===== src/rtl/uart_tx_fifo.sv =====
// UART 8N1 transmitter fed by a small write-side byte FIFO.
// Writes are fire-and-forget; full/empty/count report FIFO occupancy upstream.
module uart_tx_fifo #(
    parameter int unsigned CLKS_PER_BIT = 868,
    parameter int unsigned FIFO_DEPTH   = 4
) (
    input  logic                          clk,
    input  logic                          rst,
    input  logic                          wr_en,
    input  logic [7:0]                    wr_data,
    output logic                          full,
    output logic                          empty,
    output logic [$clog2(FIFO_DEPTH):0]   count,
    output logic                          busy,
    output logic                          tx
);

    localparam int unsigned AW = $clog2(FIFO_DEPTH);
    localparam int unsigned CW = (CLKS_PER_BIT > 2) ? $clog2(CLKS_PER_BIT) : 1;
    localparam logic [CW-1:0] BAUD_LAST = CW'(CLKS_PER_BIT - 1);
    localparam logic [AW:0]   CNT_FULL  = (AW + 1)'(FIFO_DEPTH);

    typedef enum logic [1:0] {StIdle, StStart, StData, StStop} state_t;

    logic [7:0]    r_mem [FIFO_DEPTH];
    logic [AW-1:0] r_wr_ptr;
    logic [AW-1:0] r_rd_ptr;
    logic [AW:0]   r_count;
    logic          r_full;
    logic          r_empty;

    state_t        r_state;
    logic [CW-1:0] r_baud;
    logic [2:0]    r_bit_idx;
    logic [7:0]    r_shift;
    logic          r_tx;
    logic          r_busy;

    logic          w_accept;
    logic          w_bit_end;
    logic          w_pop;
    logic [AW:0]   w_count_nxt;

    // Acceptance uses the registered full flag, so a pop on the same edge cannot rescue a write.
    assign w_accept  = wr_en && !r_full;
    assign w_bit_end = (r_baud == BAUD_LAST);
    assign w_pop     = (r_count != '0) &&
                       ((r_state == StIdle) || ((r_state == StStop) && w_bit_end));

    always_comb begin
        w_count_nxt = r_count;
        if (w_accept && !w_pop) begin
            w_count_nxt = r_count + 1'b1;
        end else if (!w_accept && w_pop) begin
            w_count_nxt = r_count - 1'b1;
        end
    end

    always_ff @(posedge clk) begin
        if (w_accept) begin
            r_mem[r_wr_ptr] <= wr_data;
        end
    end

    always_ff @(posedge clk or negedge rst) begin
        if (!rst) begin
            r_wr_ptr <= '0;
            r_rd_ptr <= '0;
            r_count  <= '0;
            r_full   <= 1'b0;
            r_empty  <= 1'b1;
        end else begin
            if (w_accept) begin
                r_wr_ptr <= r_wr_ptr + 1'b1;
            end
            if (w_pop) begin
                r_rd_ptr <= r_rd_ptr + 1'b1;
            end
            r_count <= w_count_nxt;
            r_full  <= (w_count_nxt == CNT_FULL);
            r_empty <= (w_count_nxt == '0);
        end
    end

    always_ff @(posedge clk or negedge rst) begin
        if (!rst) begin
            r_state   <= StIdle;
            r_baud    <= '0;
            r_bit_idx <= '0;
            r_shift   <= '0;
            r_tx      <= 1'b1;
            r_busy    <= 1'b0;
        end else begin
            unique case (r_state)
                StIdle: begin
                    r_tx <= 1'b1;
                    if (w_pop) begin
                        r_state <= StStart;
                        r_baud  <= '0;
                        r_shift <= r_mem[r_rd_ptr];
                        r_tx    <= 1'b0;
                        r_busy  <= 1'b1;
                    end
                end
                StStart: begin
                    if (w_bit_end) begin
                        r_baud    <= '0;
                        r_bit_idx <= '0;
                        r_state   <= StData;
                        r_tx      <= r_shift[0];
                    end else begin
                        r_baud <= r_baud + 1'b1;
                    end
                end
                StData: begin
                    if (w_bit_end) begin
                        r_baud <= '0;
                        if (r_bit_idx == 3'd7) begin
                            r_state <= StStop;
                            r_tx    <= 1'b1;
                        end else begin
                            r_bit_idx <= r_bit_idx + 1'b1;
                            r_tx      <= r_shift[r_bit_idx + 3'd1];
                        end
                    end else begin
                        r_baud <= r_baud + 1'b1;
                    end
                end
                StStop: begin
                    if (w_bit_end) begin
                        r_baud <= '0;
                        // Chain straight into the next start bit when data is waiting.
                        if (w_pop) begin
                            r_state <= StStart;
                            r_shift <= r_mem[r_rd_ptr];
                            r_tx    <= 1'b0;
                        end else begin
                            r_state <= StIdle;
                            r_busy  <= 1'b0;
                        end
                    end else begin
                        r_baud <= r_baud + 1'b1;
                    end
                end
                default: begin
                    r_state <= StIdle;
                    r_baud  <= '0;
                    r_tx    <= 1'b1;
                    r_busy  <= 1'b0;
                end
            endcase
        end
    end

    assign full  = r_full;
    assign empty = r_empty;
    assign count = r_count;
    assign busy  = r_busy;
    assign tx    = r_tx;

endmodule


===== config.mk =====
export PLATFORM = sky130hd
export DESIGN_NAME = uart_tx_fifo
export DESIGN_NICKNAME = d
export VERILOG_FILES = /design/src/rtl/uart_tx_fifo.sv
export SDC_FILE = /design/constraint.sdc
export NUM_CORES = 1
export LEC_CHECK = 0
export BUFFER_PORTS_ARGS = -buffer_cell sky130_fd_sc_hd__buf_2
export CAP_MARGIN = 20
export CELL_PAD_IN_SITES_DETAIL_PLACEMENT = 0
export CELL_PAD_IN_SITES_GLOBAL_PLACEMENT = 1
export CORE_MARGIN = 2
export CORE_UTILIZATION = 52
export CTS_BUF_LIST = sky130_fd_sc_hd__clkbuf_4
export DETAILED_ROUTE_END_ITERATION = 16
export PLACE_DENSITY = 0.78
export SLEW_MARGIN = 15
export SYNTH_ARGS = -nofsm -noshare
export SYNTH_HDL_FRONTEND = slang
export SYNTH_SLANG_ARGS = --single-unit

===== constraint.sdc =====
create_clock -name clk -period 2.4 [get_ports clk]
set_clock_uncertainty 0.1 [all_clocks]
set_input_delay 0.48 -clock clk [delete_from_list [all_inputs] [get_ports clk]]
set_output_delay 0.48 -clock clk [all_outputs]
set_load 0.05 [all_outputs]

==> results of run 1 <==
## flip-flops by register name (all words and copies together), names as in the netlist, 2 cells and up
signal / cells
count: 3
r_baud: 10
r_bit_idx: 3
r_mem: 32
r_rd_ptr: 2
r_shift: 8
r_state: 2
r_wr_ptr: 2
## synthesized netlist by cell type (4+ instances only)
library cell / number / area (µm²)
inv_1: 10 / 37.54
xnor2_1: 6 / 52.55
edfxtp_1: 32 / 960.9
and2_1: 4 / 25.02
nor2_1: 9 / 33.78
dfrtp_1: 32 / 800.8
o21ai_0: 22 / 110.1
ha_1: 15 / 187.7
a21oi_1: 9 / 45.04
mux2_2: 8 / 90.09
nor3_1: 4 / 20.02
nand3_1: 7 / 35.03
nand2_1: 16 / 60.06
mux4_2: 10 / 225.2
## metal layers
layer	wire length, µm	GRT usage
met5	0	0
met3	168	0.04835
met4	72	0.08136
met1	2609	0.2600
met2	2597	0.2959
## how the worst max path moves through the flow
stage / start / to / slack, ns
4_1_cts: r_baud[0]$_DFFE_PN0P_ / r_shift[5]$_DFFE_PN0P_ / 0.08
3_3_place_gp: r_baud[0]$_DFFE_PN0P_ / r_shift[2]$_DFFE_PN0P_ / 0.16
2_1_floorplan: count[0]$_DFF_PN0_ / full$_DFF_PN0_ / 0.18
5_1_grt: r_baud[0]$_DFFE_PN0P_ / r_shift[5]$_DFFE_PN0P_ / 0.03
3_5_place_dp: r_baud[0]$_DFFE_PN0P_ / r_shift[5]$_DFFE_PN0P_ / 0.11
6_report: r_baud[1]$_DFFE_PN0P_ / r_shift[5]$_DFFE_PN0P_ / 0.16
## what timing repair did
item | in CTS | in global routing
endpoints found under the setup margin | 0 | 16
gates resized for setup | 0 | 2
hold buffers | 0 | 0
setup buffers | 0 | 2
## cells by family (layout without fill, tap and decap cells)
kind of cell,Yosys count,count (layout),synth area share
muxes,24,24,0.1220
DFF,66,66,0.5800
AOI/OAI and AO/OA,48,48,0.09401
buffers and inverters,15,53,0.01800
and+or+nand+nor,58,58,0.1036
adders and majority gates,15,15,0.06000
xor gates and xnor gates,8,8,0.02240
## power breakdown
part	internal, mW	switching [mW]
clock	0.232	0.443
combinational	0.758	0.898
sequential	1.52	0.259
## per-stage QoR
| stage | utilization | hold WS, ns | setup WS, ns | instances | instance area [µm²] |
|---|---|---|---|---|---|
| after floorplan | - | 0.08441 | 0.1846 | 234 | 3128 |
| after global placement | 0.5723 | 0.3630 | 0.1648 | 329 | 3348 |
| after detailed placement | 0.5723 | 0.3818 | 0.1086 | 329 | 3348 |
| after CTS | 0.5943 | 0.04159 | 0.07899 | 345 | 3477 |
| after global routing | 0.5984 | 0.07365 | 0.03252 | 347 | 3501 |
| final | 0.5984 | 0.03418 | 0.1630 | 347 | 3501 |
## final cells by class
| type | instances | area (µm²) | area share |
|---|---|---|---|
| Clock buffer | 9 | 67.56 | 0.01930 |
| Timing Repair Buffer | 27 | 160.2 | 0.04575 |
| Inverter | 10 | 37.54 | 0.01072 |
| Tap cell | 75 | 93.84 | 0.02680 |
| Sequential cell | 66 | 1814 | 0.5182 |
| Multi-Input combinational cell | 153 | 1266 | 0.3617 |
| Clock inverter | 7 | 61.31 | 0.01751 |
## worst max-delay path, cell delays in order, from the launching register on
cell	delay (ns)
dfrtp_1	0.38
ha_2	0.21
or4b_4	0.49
nor3_4	0.25
mux2i_2	0.15
nor2_8	0.18
mux2_2	0.35
==> results.txt, run 1 <==
Die width = 81.56 µm
Drt drc = 0
Count of endpoints failing setup in the final report = 0
Worst VDD drop = 0.5884 mV
Clock root buffer = clkbuf_4
Synth Register Bits = 66
WP data required = 2.59 ns
Final Hold Viols = 0
Critical path fanouts, max = 8
Vias per Instance = 5.507
Die height = 81.56 µm
Layout cells sized above 1 = 0.2610
Most frequent cells in the layout = 32 x dfrtp_1, 32 x edfxtp_1, 22 x o21ai_0
Relative slew slack = 0.4920
Ys flop type = edfxtp_1
Syn-to-layout area delta = 11.92%
Longest Clk Path Bufs = 2
Worst Tran Pin Value = 0.7620 ns
Leak Pwr = 1.371 nW
Yosys warnings = 0
Startpoint type of the worst setup path = flop
Fraction of registers with async set/reset = 0.5152
Top-level I/O count = 18
# fillers = 463
EDFF count, synth = 32
Yosys cell types = 45
FF-to-FF setup slack = 0.16 ns
Final-report max-slew violation count = 0
Clock slew at reported path FFs = 0.13 ns
Tot GR Track Use = 0.1919
Final min period = 2.237 ns
Syn Inst Count = 234
Crit Reg-Reg Endpoint = r_shift[5]$_DFFE_PN0P_
Worst-case reg-to-reg path depth = 6
First-pass GRT wire length = 9.342 mm
Clock latency at the later pin of the worst-skew pair = 0.40 ns
Hold crit path type = in2async
Power Dens Cells = 1173 nW/µm²
Outcome = completed
CTS buffer count = 9
Fin nets = 293
CTS tree = built
Total grt overflow = 0
Setup tns final = 0 ns
Critical path data arrival time = 2.43 ns
Core area = 5851 µm²
Remaining antenna violation count = 0
Critical Path End Type = flop
Syn Area/Cell = 13.37 µm²
Placer congestion estimate = 0.7087
CP Class = reg2reg
Worst R2R Start = r_baud[1]$_DFFE_PN0P_
Pin count of the biggest net entering global routing = 35
Post-DP HPWL = 3.914 mm
Routed WL = 5.448 mm
Site row count = 28
DRT iter0 DRCs = 56
MaxCap Viol Count = 0
CTS HTree Levels = 3
Fin crit share = 0.9321
Number of diodes = 0
Initial Utilization = 0.5346
Post-Syn Area = 3128 µm²
Number of global-route vias before repair = 1,927
RSZ-0062 raised after global routing = no
Port bufs = 17
WL/cell = 15.70 µm
Vias = 1,911
Achievable frequency = 447.0 MHz
Sequential-to-total area share from yosys stat = 0.5800
Pwr Total = 4.108 mW
Die ar. = 6652 µm²
Initial antenna violation count = 0
Drt first pass iters = 4
Mapped Nets = 260
CTS Sinks = 66
Power figures use the tool's default switching activity.
==> run 2, diff against run 1 <==
ABC_AREA = 1   (was default)
CORE_UTILIZATION = 49   (was 52)
==> run 2 against run 1 <==
  * Die area up 7.9%
  * Maximum frequency up 4.4%
  * Critical path depth up 3
  * Worst setup slack better by 0.095 ns
  * Area after synthesis up 2.0%
  * Clock power up 16%
  * Routed wire length up 8.6%
  * Sequential share of layout area down 0.78 points
  * Critical path type unchanged
==> results.txt, run 2 <==
MaxCap Viol Count = 0 (unchanged)
Number of global-route vias before repair = 2,268 (was 1,927)
Die width = 84.71 µm (was 81.56 µm)
Vias = 2,266 (was 1,911)
Worst slack at placement = 0.2614 ns (was 0.1086 ns)
Largest Register = r_mem (unchanged)
Worst Setup EP = r_shift[7]$_DFFE_PN0P_ (was r_shift[5]$_DFFE_PN0P_)
Post-Syn Area = 3192 µm² (was 3128 µm²)
Crit Reg-Reg Endpoint = r_shift[7]$_DFFE_PN0P_ (was r_shift[5]$_DFFE_PN0P_)
Outcome = completed (unchanged)
Number of diodes = 0 (unchanged)
Post-DP HPWL = 4.166 mm (was 3.914 mm)
Fin nets = 385 (was 293)
Multi-input gate area = 1202 µm² (was 1266 µm²)
Remaining antenna violation count = 0 (unchanged)
Most frequent cells in the layout = 56 x nand2_1, 52 x nor2_1, 36 x inv_1 (was 32 x dfrtp_1, 32 x edfxtp_1, 22 x o21ai_0)
Sequential-to-total area share from yosys stat = 0.5684 (was 0.5800)
Initial Utilization = 0.5055 (was 0.5346)
Fin worst setup slack = 0.2578 ns (was 0.1630 ns)
Final-report max-slew violation count = 0 (unchanged)
FF-to-FF setup slack = 0.26 ns (was 0.16 ns)
Top cell type by total area after synthesis = edfxtp_1 (unchanged)
EDFF count, synth = 32 (unchanged)
Worst-case reg-to-reg path depth = 9 (was 6)
Register Area = 1814 µm² (unchanged)
Tot GR Track Use = 0.1836 (was 0.1919)
CTS buffer count = 9 (unchanged)
Leak Pwr = 1.565 nW (was 1.371 nW)
DRT iter0 DRCs = 136 (was 56)
Syn Inst Count = 329 (was 234)
Fraction of registers with async set/reset = 0.5152 (unchanged)
Die height = 84.71 µm (was 81.56 µm)
CP Class = reg2reg (unchanged)
Top-level I/O count = 18 (unchanged)
Achievable frequency = 466.8 MHz (was 447.0 MHz)
Relative slew slack = 0.4933 (was 0.4920)
Initial antenna violation count = 0 (unchanged)
First-pass GRT wire length = 10.33 mm (was 9.342 mm)
Fin crit share = 0.8926 (was 0.9321)
Critical Path End Type = flop (unchanged)
WP data required = 2.62 ns (was 2.59 ns)
Clock latency at the later pin of the worst-skew pair = 0.41 ns (was 0.40 ns)
Critical path data arrival time = 2.36 ns (was 2.43 ns)
Core area = 6314 µm² (was 5851 µm²)
Yosys top cell area share = 0.3011 (was 0.3072)
WL/cell = 13.42 µm (was 15.70 µm)
Vias per Instance = 5.138 (was 5.507)
# fillers = 567 (was 463)
Port bufs = 17 (unchanged)
Final min period = 2.142 ns (was 2.237 ns)
Layout cells sized above 1 = 0.1593 (was 0.2610)
Final Hold Viols = 0 (unchanged)
Synth top cells by count = 56 x nand2_1, 52 x nor2_1, 36 x inv_1, 32 x dfrtp_1, 32 x edfxtp_1 (was 32 x dfrtp_1, 32 x edfxtp_1, 22 x o21ai_0, 16 x nand2_1, 15 x ha_1)
Syn-to-layout area delta = 11.37% (was 11.92%)
Worst R2R Start = r_state[1]$_DFFE_PN0P_ (was r_baud[1]$_DFFE_PN0P_)
Synth Register Bits = 66 (unchanged)
Synth top area cells = edfxtp_1 30%, dfrtp_1 25%, nand2_1 6.6% (was edfxtp_1 31%, dfrtp_1 26%, mux4_2 7.2%)
Total grt overflow = 0 (unchanged)
Die ar. = 7176 µm² (was 6652 µm²)
Hold crit path type = in2async (unchanged)
Worst Tran Pin Value = 0.7601 ns (was 0.7620 ns)
Placer congestion estimate = 0.7221 (was 0.7087)
Most common cell in the netlist = nand2_1
Routed WL = 5.919 mm (was 5.448 mm)
Count of endpoints failing setup in the final report = 0 (unchanged)
Top Registers = r_mem x32, r_baud x10, r_shift x8 (unchanged)
Worst VDD drop = 0.6511 mV (was 0.5884 mV)
CTS tree = built (unchanged)
Critical path fanouts, max = 12 (was 8)
Max reg flops = 32 (unchanged)
CTS HTree Levels = 3 (unchanged)
Drt drc = 0 (unchanged)
Commonest non-fill, non-tap cell in the layout = nand2_1
Site row count = 29 (was 28)
Ys flop type = edfxtp_1 (unchanged)
Yosys cell types = 34 (was 45)
RSZ-0062 raised after global routing = no (unchanged)
Clock slew at reported path FFs = 0.13 ns (about the same)
Post-CTS setup buffer count = 0 (unchanged)
Power Dens Cells = 814.8 nW/µm² (was 1173 nW/µm²)
Clock root buffer = clkbuf_4 (unchanged)
Hold-fix buffers, CTS = 0 (unchanged)
Critical path launch point = r_state[1]$_DFFE_PN0P_ (was r_baud[1]$_DFFE_PN0P_)
Setup tns final = 0 ns (unchanged)
Yosys warnings = 0 (unchanged)
Syn Area/Cell = 9.702 µm² (was 13.37 µm²)
Drt first pass iters = 4 (unchanged)
Startpoint type of the worst setup path = flop (unchanged)
Longest Clk Path Bufs = 2 (unchanged)
Mapped Nets = 355 (was 260)
CTS Sinks = 66 (unchanged)
Pin count of the biggest net entering global routing = 35 (unchanged)
Post-CTS Resized = 0 (unchanged)
==> run 2: cell families after synthesis <==
group,share of synthesized area
xor+xnor,0.01921
compound gates,0.1004
simple gates,0.1984
flops,0.5684
buf+inv,0.05488
fa+ha+maj,0.05880
==> run 2: area by class of cell <==
cell class              instances  area share
clock buffers                   9     0.01901
clock inverters                 7     0.02323
inverters                      39     0.04118
multi-input cells             218      0.3383
flip-flops and latches         66      0.5104
well taps                      77     0.02710
repair buffers                 25     0.04083
==> run 2: worst max-delay path: stages (launching register included) <==
cell     delay (ns)
dfrtp_1        0.43
inv_1          0.14
ha_1           0.24
inv_1          0.15
a21oi_2        0.31
nand2_4        0.13
inv_2          0.19
nand2_1        0.20
nand2_1        0.11
nand2_1        0.05
==> run 2: how the worst min path moves through the flow <==
stage / startpoint / to / slack [ns]
after floorplan: rst / busy$_DFFE_PN0P_ / 0.08
after global placement: r_shift[4]$_DFFE_PN0P_ / r_shift[4]$_DFFE_PN0P_ / 0.37
after detailed placement: tx$_DFFE_PN1P_ / tx$_DFFE_PN1P_ / 0.37
after CTS: rst / r_bit_idx[1]$_DFFE_PN0P_ / 0.04
after global routing: rst / r_bit_idx[1]$_DFFE_PN0P_ / 0.08
final: rst / busy$_DFFE_PN0P_ / 0.02
==> run 2: per-layer routing <==
metal / vias to the layer above / GRT usage / wire length (µm)
met5: - / 0 / 0
met3: 11 / 0.03441 / 147
met4: 0 / 0.09091 / 109
met1: 1056 / 0.2435 / 2934
li1: 1164 / - / -
met2: 35 / 0.2906 / 2729
==> run 2: through the flow <==
stage                     area [µm²]  hold slack [ns]  total power, mW  cells    util
final                           3555          0.01747            2.896    441  0.5630
after global routing            3555          0.08384            3.077    441  0.5630
after CTS                       3555          0.03818            2.928    441  0.5630
after detailed placement        3405           0.3706            2.142    425  0.5392
after global placement          3405           0.3670            2.130    425  0.5392
after floorplan                 3192          0.08441            1.942    329       -
==> run 2: where the power goes <==
part | switching (mW) | internal (mW) | total [mW]
Clock | 0.451 | 0.335 | 0.786
Sequential | 0.0788 | 1.38 | 1.45
Combinational | 0.448 | 0.209 | 0.657
